===== src/rtl/mips_decode_alu_unit_pkg.sv =====
// Shared constants and types for the MIPS decode/ALU slice.
// Holds ALU op codes, opcodes, funct codes and control bundle layout.
package mips_decode_alu_unit_pkg;

    localparam logic [3:0] ALU_ADD  = 4'd0;
    localparam logic [3:0] ALU_SUB  = 4'd1;
    localparam logic [3:0] ALU_AND  = 4'd2;
    localparam logic [3:0] ALU_OR   = 4'd3;
    localparam logic [3:0] ALU_XOR  = 4'd4;
    localparam logic [3:0] ALU_NOR  = 4'd5;
    localparam logic [3:0] ALU_SLT  = 4'd6;
    localparam logic [3:0] ALU_SLTU = 4'd7;
    localparam logic [3:0] ALU_SLL  = 4'd8;
    localparam logic [3:0] ALU_SRL  = 4'd9;
    localparam logic [3:0] ALU_SRA  = 4'd10;

    localparam logic [5:0] OP_RTYPE = 6'h00;
    localparam logic [5:0] OP_J     = 6'h02;
    localparam logic [5:0] OP_BEQ   = 6'h04;
    localparam logic [5:0] OP_BNE   = 6'h05;
    localparam logic [5:0] OP_ADDI  = 6'h08;
    localparam logic [5:0] OP_ADDIU = 6'h09;
    localparam logic [5:0] OP_SLTI  = 6'h0A;
    localparam logic [5:0] OP_SLTIU = 6'h0B;
    localparam logic [5:0] OP_ANDI  = 6'h0C;
    localparam logic [5:0] OP_ORI   = 6'h0D;
    localparam logic [5:0] OP_XORI  = 6'h0E;
    localparam logic [5:0] OP_LUI   = 6'h0F;
    localparam logic [5:0] OP_LW    = 6'h23;
    localparam logic [5:0] OP_SW    = 6'h2B;

    localparam logic [5:0] FN_SLL  = 6'h00;
    localparam logic [5:0] FN_SRL  = 6'h02;
    localparam logic [5:0] FN_SRA  = 6'h03;
    localparam logic [5:0] FN_SLLV = 6'h04;
    localparam logic [5:0] FN_SRLV = 6'h06;
    localparam logic [5:0] FN_SRAV = 6'h07;
    localparam logic [5:0] FN_ADD  = 6'h20;
    localparam logic [5:0] FN_ADDU = 6'h21;
    localparam logic [5:0] FN_SUB  = 6'h22;
    localparam logic [5:0] FN_SUBU = 6'h23;
    localparam logic [5:0] FN_AND  = 6'h24;
    localparam logic [5:0] FN_OR   = 6'h25;
    localparam logic [5:0] FN_XOR  = 6'h26;
    localparam logic [5:0] FN_NOR  = 6'h27;
    localparam logic [5:0] FN_SLT  = 6'h2A;
    localparam logic [5:0] FN_SLTU = 6'h2B;

    localparam logic [1:0] SRCA_RS    = 2'd0;
    localparam logic [1:0] SRCA_C16   = 2'd1;
    localparam logic [1:0] SRCA_SHAMT = 2'd2;

    localparam logic [1:0] SRCB_RT  = 2'd0;
    localparam logic [1:0] SRCB_IMM = 2'd1;

    localparam logic [1:0] BR_NONE = 2'b00;
    localparam logic [1:0] BR_EQ   = 2'b01;
    localparam logic [1:0] BR_NE   = 2'b10;

    typedef struct packed {
        logic [3:0] alu;
        logic       regdst;
        logic [1:0] alusrca;
        logic [1:0] alusrcb;
        logic       mem2reg;
        logic       ext;
        logic       regwr;
        logic       memwr;
        logic [1:0] branch;
        logic       jump;
    } ctrl_t;

    localparam ctrl_t CTRL_NOP = '0;

    // Common shape of every R-type that is recognised.
    function automatic ctrl_t rtype(input logic [3:0] alu,
                                    input logic [1:0] srca);
        ctrl_t c;
        c         = CTRL_NOP;
        c.alu     = alu;
        c.regdst  = 1'b1;
        c.alusrca = srca;
        c.alusrcb = SRCB_RT;
        c.regwr   = 1'b1;
        return c;
    endfunction

    // Common shape of immediate-operand I-types that write rt.
    function automatic ctrl_t itype(input logic [3:0] alu,
                                    input logic       ext);
        ctrl_t c;
        c         = CTRL_NOP;
        c.alu     = alu;
        c.alusrca = SRCA_RS;
        c.alusrcb = SRCB_IMM;
        c.ext     = ext;
        c.regwr   = 1'b1;
        return c;
    endfunction

endpackage


===== src/rtl/mips_decode_alu_unit_alu_core.sv =====
// Combinational 32-bit MIPS ALU.
// Shift amount comes from a[4:0]; unused op codes yield zero.
module mips_alu_core
    import mips_decode_alu_unit_pkg::*;
#(
    parameter int WIDTH = 32
) (
    input  logic [WIDTH-1:0] a,
    input  logic [WIDTH-1:0] b,
    input  logic [3:0]       aluop,
    output logic [WIDTH-1:0] y
);

    logic [4:0] shamt;
    logic       lt_s;
    logic       lt_u;

    assign shamt = a[4:0];
    assign lt_s  = $signed(a) < $signed(b);
    assign lt_u  = a < b;

    // Select the result for the requested operation.
    always_comb begin
        y = '0;
        unique case (aluop)
            ALU_ADD:  y = a + b;
            ALU_SUB:  y = a - b;
            ALU_AND:  y = a & b;
            ALU_OR:   y = a | b;
            ALU_XOR:  y = a ^ b;
            ALU_NOR:  y = ~(a | b);
            ALU_SLT:  y = {{(WIDTH-1){1'b0}}, lt_s};
            ALU_SLTU: y = {{(WIDTH-1){1'b0}}, lt_u};
            ALU_SLL:  y = b << shamt;
            ALU_SRL:  y = b >> shamt;
            ALU_SRA:  y = $signed(b) >>> shamt;
            default:  y = '0;
        endcase
    end

endmodule


===== src/rtl/mips_decode_alu_unit.sv =====
// ID-stage control decoder and branch comparator plus EX-stage ALU.
// Only the ALU result register is clocked; everything else is combinational.
module mips_decode_alu_unit
    import mips_decode_alu_unit_pkg::*;
#(
    parameter int WIDTH = 32
) (
    input  logic             clk,
    input  logic             rst,
    input  logic [5:0]       op,
    input  logic [5:0]       funct,
    output logic [3:0]       ctrl_alu,
    output logic             ctrl_regdst,
    output logic [1:0]       ctrl_alusrca,
    output logic [1:0]       ctrl_alusrcb,
    output logic             ctrl_mem2reg,
    output logic             ctrl_ext,
    output logic             ctrl_regwr,
    output logic             ctrl_memwr,
    output logic [1:0]       ctrl_branch,
    output logic             ctrl_jump,
    input  logic [WIDTH-1:0] cond_a,
    input  logic [WIDTH-1:0] cond_b,
    output logic             equal,
    input  logic [WIDTH-1:0] alu_a,
    input  logic [WIDTH-1:0] alu_b,
    input  logic [3:0]       aluop,
    output logic [WIDTH-1:0] alu_out,
    output logic [WIDTH-1:0] alu_out_q
);

    ctrl_t ctrl;
    ctrl_t rctrl;

    // R-type funct decode; unknown funct becomes a bubble.
    always_comb begin
        rctrl = CTRL_NOP;
        unique case (funct)
            FN_ADD, FN_ADDU: rctrl = rtype(ALU_ADD, SRCA_RS);
            FN_SUB, FN_SUBU: rctrl = rtype(ALU_SUB, SRCA_RS);
            FN_AND:  rctrl = rtype(ALU_AND, SRCA_RS);
            FN_OR:   rctrl = rtype(ALU_OR, SRCA_RS);
            FN_XOR:  rctrl = rtype(ALU_XOR, SRCA_RS);
            FN_NOR:  rctrl = rtype(ALU_NOR, SRCA_RS);
            FN_SLT:  rctrl = rtype(ALU_SLT, SRCA_RS);
            FN_SLTU: rctrl = rtype(ALU_SLTU, SRCA_RS);
            FN_SLL:  rctrl = rtype(ALU_SLL, SRCA_SHAMT);
            FN_SRL:  rctrl = rtype(ALU_SRL, SRCA_SHAMT);
            FN_SRA:  rctrl = rtype(ALU_SRA, SRCA_SHAMT);
            FN_SLLV: rctrl = rtype(ALU_SLL, SRCA_RS);
            FN_SRLV: rctrl = rtype(ALU_SRL, SRCA_RS);
            FN_SRAV: rctrl = rtype(ALU_SRA, SRCA_RS);
            default: rctrl = CTRL_NOP;
        endcase
    end

    // Opcode decode; unknown opcode becomes a bubble.
    always_comb begin
        ctrl = CTRL_NOP;
        unique case (op)
            OP_RTYPE: ctrl = rctrl;
            OP_ADDI:  ctrl = itype(ALU_ADD, 1'b1);
            OP_ADDIU: ctrl = itype(ALU_ADD, 1'b1);
            OP_SLTI:  ctrl = itype(ALU_SLT, 1'b1);
            OP_SLTIU: ctrl = itype(ALU_SLTU, 1'b1);
            OP_ANDI:  ctrl = itype(ALU_AND, 1'b0);
            OP_ORI:   ctrl = itype(ALU_OR, 1'b0);
            OP_XORI:  ctrl = itype(ALU_XOR, 1'b0);
            OP_LUI: begin
                ctrl         = itype(ALU_SLL, 1'b0);
                ctrl.alusrca = SRCA_C16;
            end
            OP_LW: begin
                ctrl         = itype(ALU_ADD, 1'b1);
                ctrl.mem2reg = 1'b1;
            end
            OP_SW: begin
                ctrl       = itype(ALU_ADD, 1'b1);
                ctrl.regwr = 1'b0;
                ctrl.memwr = 1'b1;
            end
            OP_BEQ: begin
                ctrl.ext    = 1'b1;
                ctrl.branch = BR_EQ;
            end
            OP_BNE: begin
                ctrl.ext    = 1'b1;
                ctrl.branch = BR_NE;
            end
            OP_J:     ctrl.jump = 1'b1;
            default:  ctrl = CTRL_NOP;
        endcase
    end

    assign ctrl_alu     = ctrl.alu;
    assign ctrl_regdst  = ctrl.regdst;
    assign ctrl_alusrca = ctrl.alusrca;
    assign ctrl_alusrcb = ctrl.alusrcb;
    assign ctrl_mem2reg = ctrl.mem2reg;
    assign ctrl_ext     = ctrl.ext;
    assign ctrl_regwr   = ctrl.regwr;
    assign ctrl_memwr   = ctrl.memwr;
    assign ctrl_branch  = ctrl.branch;
    assign ctrl_jump    = ctrl.jump;

    assign equal = (cond_a == cond_b);

    mips_alu_core #(
        .WIDTH (WIDTH)
    ) u_alu (
        .a     (alu_a),
        .b     (alu_b),
        .aluop (aluop),
        .y     (alu_out)
    );

    // EX/ME pipeline copy of the ALU result.
    always_ff @(posedge clk or posedge rst) begin
        if (rst) begin
            alu_out_q <= '0;
        end else begin
            alu_out_q <= alu_out;
        end
    end

endmodule


===== config.mk =====
export PLATFORM = sky130hd
export DESIGN_NAME = mips_decode_alu_unit
export DESIGN_NICKNAME = d
export VERILOG_FILES = /design/src/rtl/mips_decode_alu_unit_pkg.sv /design/src/rtl/mips_decode_alu_unit_alu_core.sv /design/src/rtl/mips_decode_alu_unit.sv
export SDC_FILE = /design/constraint.sdc
export NUM_CORES = 1
export LEC_CHECK = 0
export CORE_AREA = 3 3 166 136
export DETAILED_ROUTE_END_ITERATION = 7
export DIE_AREA = 0 0 169 139
export MAX_ROUTING_LAYER = met4
export PLACE_DENSITY = 0.9
export SLEW_MARGIN = 20
export SYNTH_ARGS = -nofsm -noshare
export SYNTH_HDL_FRONTEND = slang
export SYNTH_SLANG_ARGS = --single-unit

===== constraint.sdc =====
create_clock -name clk -period 5.6 [get_ports clk]
set_input_delay 1.12 -clock clk [delete_from_list [all_inputs] [get_ports clk]]
set_output_delay 1.12 -clock clk [all_outputs]
set_load 0.1 [all_outputs]

==> flow_summary.yaml, run 1 <==
floorplanning:
  fp.dieH_um: 139
  initial_utilization_pct: 47.2
  num_io_pins: 227
  die_width_um: 169
  num_rows: 48
synth:
  synthTopCellsByCount: "nor2_1 (155), a21oi_1 (129), nand2_1 (115)"
  synth_compound_area_share_pct: 33.3
  syn_area_per_cell_um2: 7.06
  yosys-top-cells-area: "ha_1 (12%), dfrtp_1 (8.0%), mux4_2 (7.2%)"
  synth-seq-area-share_pct: 8.01
  synth.top_cell.area_share_pct: 12.1
  synth_top_flop_cell: "dfrtp_1"
  synth_warnings: 0
  synthCells: 1417
  synthAdderAreaFrac_pct: 12.5
  synthArstFlopShare_pct: 100
  yosysMostFrequentCell: "nor2_1"
  yosys_register_bits: 32
  synth_xor_area_share_pct: 3.42
  synth_top_family_by_area: "compound AO/OA/AOI/OAI gates"
  synth.largest_area_cell: "ha_1"
  synth_cell_types: 80
  synthMuxAreaShare_pct: 13.2
  synth_nets: 1662
  synth_area_um2: 10000
  synth_edf_count: 0
  synth_simple_gate_area_share_pct: 21.4
clocking:
  root_buffer: "clkbuf_16"
  htreeDepth: 2
  hold_buffers: 0
  cts_sinks: 32
  cts_inserted_buffers: 5
  clockBufferDepth: 2
global_routing:
  grt_remaining_overflow: 0
  antenna_found_initial: 0
  grt_max_degree: 51
  grt_pass1_vias: 12900
  grt_pass1_wl_um: 76000
  grt_use_total_pct: 42.1
place:
  post-place-ws_ps: -386
  globalplace.congestion: 1.06
  dp.final_hpwl_um: 40600
  portBuffers: 225
outcome:
  lastStage: "detailed routing"
  status: "aborted with a tool error"
  stop_error: "[ERROR DRT-0255] Maze Route cannot find path of net clk in worker of routeBox ( 144900 0 ) ( 169000 48300 )."
sta:
  crit_endpoint: "alu_out[24]"
  worst-endpoint-pin-kind: "output port"
[per-layer routing]
metal  global-route usage (%)
met1                     55.8
met2                     64.8
met3                     6.67
met4                     15.3
met5                        -
[logic make-up after synthesis]
logic type / count (synthesis)
buffers and inverters: 208
DFF: 32
xor gates and xnor gates: 39
muxes: 90
AOI/OAI and AO/OA: 491
and+or+nand+nor: 457
adders and majority gates: 99
other: 1
[metrics by stage]
step / utilization [%] / instances / area [um2] / hold WS, ps / setup TNS [ps]
global route: 71.1 / 2071 / 15100 / 1280 / -172
CTS: 70.1 / 2070 / 14900 / 1260 / -32.5
detailed placement: 68.7 / 2058 / 14600 / 1560 / -1910
global placement: 68.7 / 2058 / 14600 / 1550 / -1380
floorplan: - / 1417 / 10300 / 1240 / -120
[repair_timing]
action	in CTS	in global routing
endpoints found under the setup margin	13	17
pin swaps	16	11
cloned	0	0
setup buffers	4	1
gates resized for setup	68	50
==> inputs of run 2 (changes only) <==
CORE_AREA = 3 3 163 165   (was 3 3 166 136)
DIE_AREA = 0 0 166 168   (was 0 0 169 139)
MAX_ROUTING_LAYER = default   (was met4)
PLACE_DENSITY = default   (was 0.9)
PLACE_DENSITY_LB_ADDON = 0.15   (was default)
clock period = 7.3 ns   (was 5.6 ns; I/O delays follow)
==> run 2 against run 1 <==
Compared with the run above: the flow now finishes without violations; global-route usage shrank 8.0 points; synthesized cell count unchanged; synthesized area did not move.
==> flow_summary.yaml, run 2 <==
sta:
  fin_crit_ps: 7110
  finalHoldViolations: 0
  max_clock_freq_ghz: 0.141
  min_period_over_period_pct: 97.4
  slew_headroom_pct: 26.1
  drv_slew: 0
  setup_viol_count_final: 0
  worst_pin_slew_ps: 1110
  whs_ps: 1570
  grt_setup_unrepaired: "false"
critical_path:
  critPathMaxStageDelay_ps: 570
  worstPathArrival_ps: 5650
  crit_cells: 13
  start_kind: "input port"
  critPathTopFamily: "compound AO/OA/AOI/OAI gates"
  path_class: "in -> out"
  cp-end-kind: "output pin"
  crit_start: "alu_b[9]"
  endpoint: "alu_out[0]"
  cp_slowest_cell: "clkdlybuf4s50_1"
  path_cells: "clkdlybuf4s50_1, inv_1, ha_1, or3_4, a2111o_1, a31oi_1, o41ai_1, o31a_1, o31a_4, o311ai_4, a21oi_1, or4_1, buf_12"
  crit_fanout: 8
  path_buf_inv: 3
  required_ps: 5840
cells_and_area:
  largestRegisters: "alu_out_q (32)"
  final_common_cell: "clkdlybuf4s50_1"
  layout-drive-gt1-share_pct: 11.5
  fillCellCount: 2475
  fin_nets: 1862
  syn2layout_area_growth_pct: 32.6
  top_register: "alu_out_q"
  largest_reg_flops: 32
  diodes: 0
  final_cell_mix: "clkdlybuf4s50_1 (188), nor2_1 (155), a21oi_1 (128)"
global_routing:
  antenna_found_initial: 1
  grt_max_degree: 45
  grt_pass1_vias: 12000
  grt_pass1_wl_um: 74400
  grt_use_total_pct: 34.1
  grt_remaining_overflow: 0
detailed_routing:
  dr.pass1.iters: 6
  vias_per_cell: 6.39
  post_drt_wl_per_cell_um: 25.6
  drt_iter0_markers: 1488
  post-route-drc-count: 0
  drt-total-wl_um: 49900
  ant_nets: 0
  vias: 12500
place:
  globalplace.congestion: 1.03
  portBuffers: 225
  dp.final_hpwl_um: 39400
power_and_ir_drop:
  power_density_nw_per_um2: 143
  vdd_drop_max_mv: 0.136
  p_leak_nw: 5.67
  power.total_mw: 1.89
floorplanning:
  die_width_um: 166
  num_rows: 58
  num_io_pins: 227
  dieArea_um2: 27900
  fp.dieH_um: 168
  initial_utilization_pct: 39.7
  core_um2: 25200
synth:
  synth_area_um2: 10000
  synth.largest_area_cell: "ha_1"
  yosysMostFrequentCell: "nor2_1"
  synth_cell_types: 80
  synth_top_flop_cell: "dfrtp_1"
  yosys-top-cells-area: "ha_1 (12%), dfrtp_1 (8.0%), mux4_2 (7.2%)"
  synth.top_cell.area_share_pct: 12.1
  synth_edf_count: 0
  synthArstFlopShare_pct: 100
  synth_nets: 1662
  synthCells: 1417
  syn_area_per_cell_um2: 7.06
  synth-seq-area-share_pct: 8.01
  synthTopCellsByCount: "nor2_1 (155), a21oi_1 (129), nand2_1 (115)"
  yosys_register_bits: 32
  synth_warnings: 0
clocking:
  root_buffer: "clkbuf_16"
  cts_inserted_buffers: 5
  cts_sinks: 32
  hold_buffers: 0
  cts_tree: "done"
  clockBufferDepth: 2
  htreeDepth: 2
  clkTransAtPathRegs_ps: 60
  postCtsSetupRepairBufs: 0
outcome:
  status: "complete, no violations"
min_path:
  min_path_type: "in -> async"
flow_run:
  maxCapViolations: 0
[run 2: routing by layer]
layer | GRT usage [%] | vias to the layer above | wire (um)
met5 | 0 | - | 13
met4 | 15.6 | 2 | 2800
met3 | 9.34 | 152 | 5060
met2 | 55.9 | 774 | 22700
met1 | 41.9 | 5833 | 19300
li1 | - | 5689 | -
[run 2: layout make-up]
cell class,count,area [um2],share of cell area (%)
sequential,32,801,6.04
timing repair buffer,291,3020,22.7
tap,330,413,3.11
inverter,110,413,3.11
multi-input combinational,1177,8470,63.9
clock buffer,8,146,1.10
[run 2: logic make-up after synthesis]
| group | after synthesis | synth area share [%] |
|---|---|---|
| compound gates | 491 | 33.3 |
| simple gates | 457 | 21.4 |
| buf+inv | 208 | 8.06 |
| fa+ha+maj | 99 | 12.5 |
| mux | 90 | 13.2 |
| xor+xnor | 39 | 3.42 |
| flops | 32 | 8.01 |
| other cells | 1 | 0.0375 |
[run 2: worst min-delay path, delay by kind of cell]
family / cells / cell delay, ps
buf+inv: 3 / 850
[run 2: timing repair]
item	CTS	global route
hold endpoints to repair	0	0
gates resized for setup	0	1
endpoints found under the setup margin	0	1
[run 2: how the worst min path moves through the flow]
stage	endpoint	slack, ps	startpoint	cells after the start
2_1_floorplan	alu_out_q[0]	1580	rst	1
3_3_place_gp	alu_out_q[26]	1900	rst	3
3_5_place_dp	alu_out_q[26]	1920	rst	3
4_1_cts	alu_out_q[26]	1600	rst	3
5_1_grt	alu_out_q[22]	1640	rst	3
6_report	alu_out_q[22]	1570	rst	3
[run 2: power breakdown]
| group | total, mW | switching [mW] | internal [mW] |
|---|---|---|---|
| logic | 1.44 | 0.973 | 0.472 |
| clock network | 0.238 | 0.101 | 0.137 |
| registers | 0.212 | 0.00700 | 0.205 |
| total | 1.89 | 1.08 | 0.813 |
[run 2: stage by stage]
| step | setup WS, ps | utilization (%) | cell area, um2 | instances | setup TNS [ps] |
|---|---|---|---|---|---|
| after floorplan | -276 | - | 10000 | 1417 | -276 |
| after global placement | 326 | 52.1 | 13100 | 1940 | 0 |
| after detailed placement | 235 | 52.1 | 13100 | 1940 | 0 |
| after CTS | 227 | 52.6 | 13300 | 1948 | 0 |
| after global routing | 1.75 | 52.6 | 13300 | 1948 | 0 |
| final | 192 | 52.6 | 13300 | 1948 | 0 |
(Power assumes the default switching activity.)
==> inputs of run 3 (changes only) <==
==> constraint.sdc (replaced) <==
create_clock -name clk -period 7.85 [get_ports clk]
set_input_delay 0.785 -clock clk [delete_from_list [all_inputs] [get_ports clk]]
set_output_delay 0.785 -clock clk [all_outputs]
set_load 0.1 [all_outputs]
==> run 3 against run 2 <==
Compared with the run above: critical path type unchanged; global-route usage decreased by 2.0 points; first-iteration DRC count decreased by 2.6%; setup slack improved by 1600 ps; via count decreased by 1.5%; largest power group unchanged; largest cell class unchanged.
==> flow_summary.yaml, run 3 (synthesis results as in run 2) <==
place:
  portBuffers: 225
  dp_cells: 1897
  globalplace.congestion: 1.05
  placed_cell_area_um2: 12400
  dp.final_hpwl_um: 37400
sta:
  grt_setup_unrepaired: "false"
  fin_crit_ps: 6020
  max_clock_freq_ghz: 0.166
  min_period_over_period_pct: 76.7
  drv_slew: 0
  tns_ps: 0
  finalHoldViolations: 0
  worst_pin_slew_ps: 1030
  setup_viol_count_final: 0
  slew_headroom_pct: 30.9
clocking:
  cts_inserted_buffers: 5
  clkTransAtPathRegs_ps: 50
  postCtsSetupRepairBufs: 0
  htreeDepth: 2
  clockBufferDepth: 2
  cts.repair.resized: 0
  root_buffer: "clkbuf_16"
  cts_tree: "done"
  cts_sinks: 32
  hold_buffers: 0
power_and_ir_drop:
  p_int_mw: 0.666
  power_switching_share_pct: 59.2
  vdd_drop_max_mv: 0.119
  p_sw_mw: 0.965
  clkPwrFrac_pct: 11.6
  pwr-share-seq_pct: 12.1
  power.total_mw: 1.63
  power_density_nw_per_um2: 130
  combPwrFrac_pct: 76.2
  p_leak_nw: 5.31
global_routing:
  antenna_found_initial: 1
  grt_remaining_overflow: 0
  grt_max_degree: 58
  grt_pass1_wl_um: 70600
  grt_use_total_pct: 32.1
  grt_pass1_vias: 11400
critical_path:
  path_buf_inv: 5
  required_ps: 7070
  crit_start: "alu_a[1]"
  crit_cells: 15
  crit_fanout: 57
  worstPathArrival_ps: 5240
  path_cells: "buf_2, buf_4, clkinv_1, buf_4, ha_1, a211oi_1, o21ai_0, o21ai_0, o21ai_0, a21bo_2, o31ai_1, a21oi_1, nor4_1, a211o_1, buf_4"
  cp_slowest_cell: "buf_4"
  endpoint: "alu_out[29]"
  cp-end-kind: "output pin"
  start_kind: "input port"
  critPathTopFamily: "compound AO/OA/AOI/OAI gates"
  critPathMaxStageDelay_ps: 550
  path_class: "in -> out"
floorplanning:
  num_rows: 58
  die_width_um: 166
  core_um2: 25200
  initial_utilization_pct: 39.7
  num_io_pins: 227
  dieArea_um2: 27900
  fp.dieH_um: 168
detailed_routing:
  vias_per_cell: 6.45
  post_drt_wl_per_cell_um: 25.0
  drt-total-wl_um: 47500
  dr.pass1.iters: 6
  vias: 12300
  ant_nets: 0
  drt_iter0_markers: 1450
  post-route-drc-count: 0
cells_and_area:
  syn2layout_area_growth_pct: 25.3
  fin_area_um2: 12500
  fin_cells: 1902
  final_util_pct: 49.7
  final_common_cell: "clkdlybuf4s50_1"
  final_cell_mix: "clkdlybuf4s50_1 (194), nor2_1 (155), a21oi_1 (129)"
  top_register: "alu_out_q"
  layout-drive-gt1-share_pct: 8.27
  diodes: 0
  largest_reg_flops: 32
  regArea_um2: 801
  fillCellCount: 2618
  multiInputGateArea_um2: 8430
  fin_nets: 1819
  largestRegisters: "alu_out_q (32)"
min_path:
  min_path_type: "in -> async"
outcome:
  status: "complete, no violations"
flow_run:
  maxCapViolations: 0
[run 3: cell types whose count changed in the layout (fill, tap and decap cells not counted), sizes merged]
cell	delta
clkdlybuf4s50	+6
dlymetal6s2s	-1
buf	-48
clkbuf	-3
[run 3: per-layer routing]
layer | vias to the layer above | part of all wire (%) | global-route usage (%)
met5 | - | 0.027 | 0
met4 | 2 | 6.3 | 16.7
met3 | 133 | 9.7 | 6.25
met2 | 781 | 45 | 51.9
met1 | 5753 | 39 | 40.9
li1 | 5598 | - | -
[run 3: power groups by stage]
stage          clock [mW]  sequential, mW  combinational (mW)
4_1_cts             0.195           0.198                1.23
2_1_floorplan           0           0.394               0.656
3_5_place_dp            0           0.201                1.22
5_1_grt             0.202           0.200                1.30
3_3_place_gp            0           0.200                1.22
6_report            0.190           0.198                1.24
[run 3: worst min-delay path by stage]
stage / slack, ps / depth (start not counted) / startpoint / end
floorplan: 900 / 1 / rst / alu_out_q[0]
global placement: 1210 / 3 / rst / alu_out_q[22]
detailed placement: 1220 / 3 / rst / alu_out_q[22]
CTS: 920 / 3 / rst / alu_out_q[22]
global route: 970 / 3 / rst / alu_out_q[22]
finish: 890 / 3 / rst / alu_out_q[22]
[run 3: per-stage QoR]
step | setup slack, ps | hold WS (ps)
after floorplan | 857 | 901
after global placement | 1950 | 1210
after detailed placement | 1960 | 1220
after CTS | 1950 | 916
after global routing | 1590 | 966
final | 1830 | 893
[run 3: cell type report]
class | count | share of cell area, %
Clock buffer | 5 | 0.999
Multi-Input combinational cell | 1177 | 67.3
Sequential cell | 32 | 6.39
Timing Repair Buffer | 248 | 18.7
Tap cell | 330 | 3.30
Inverter | 110 | 3.30
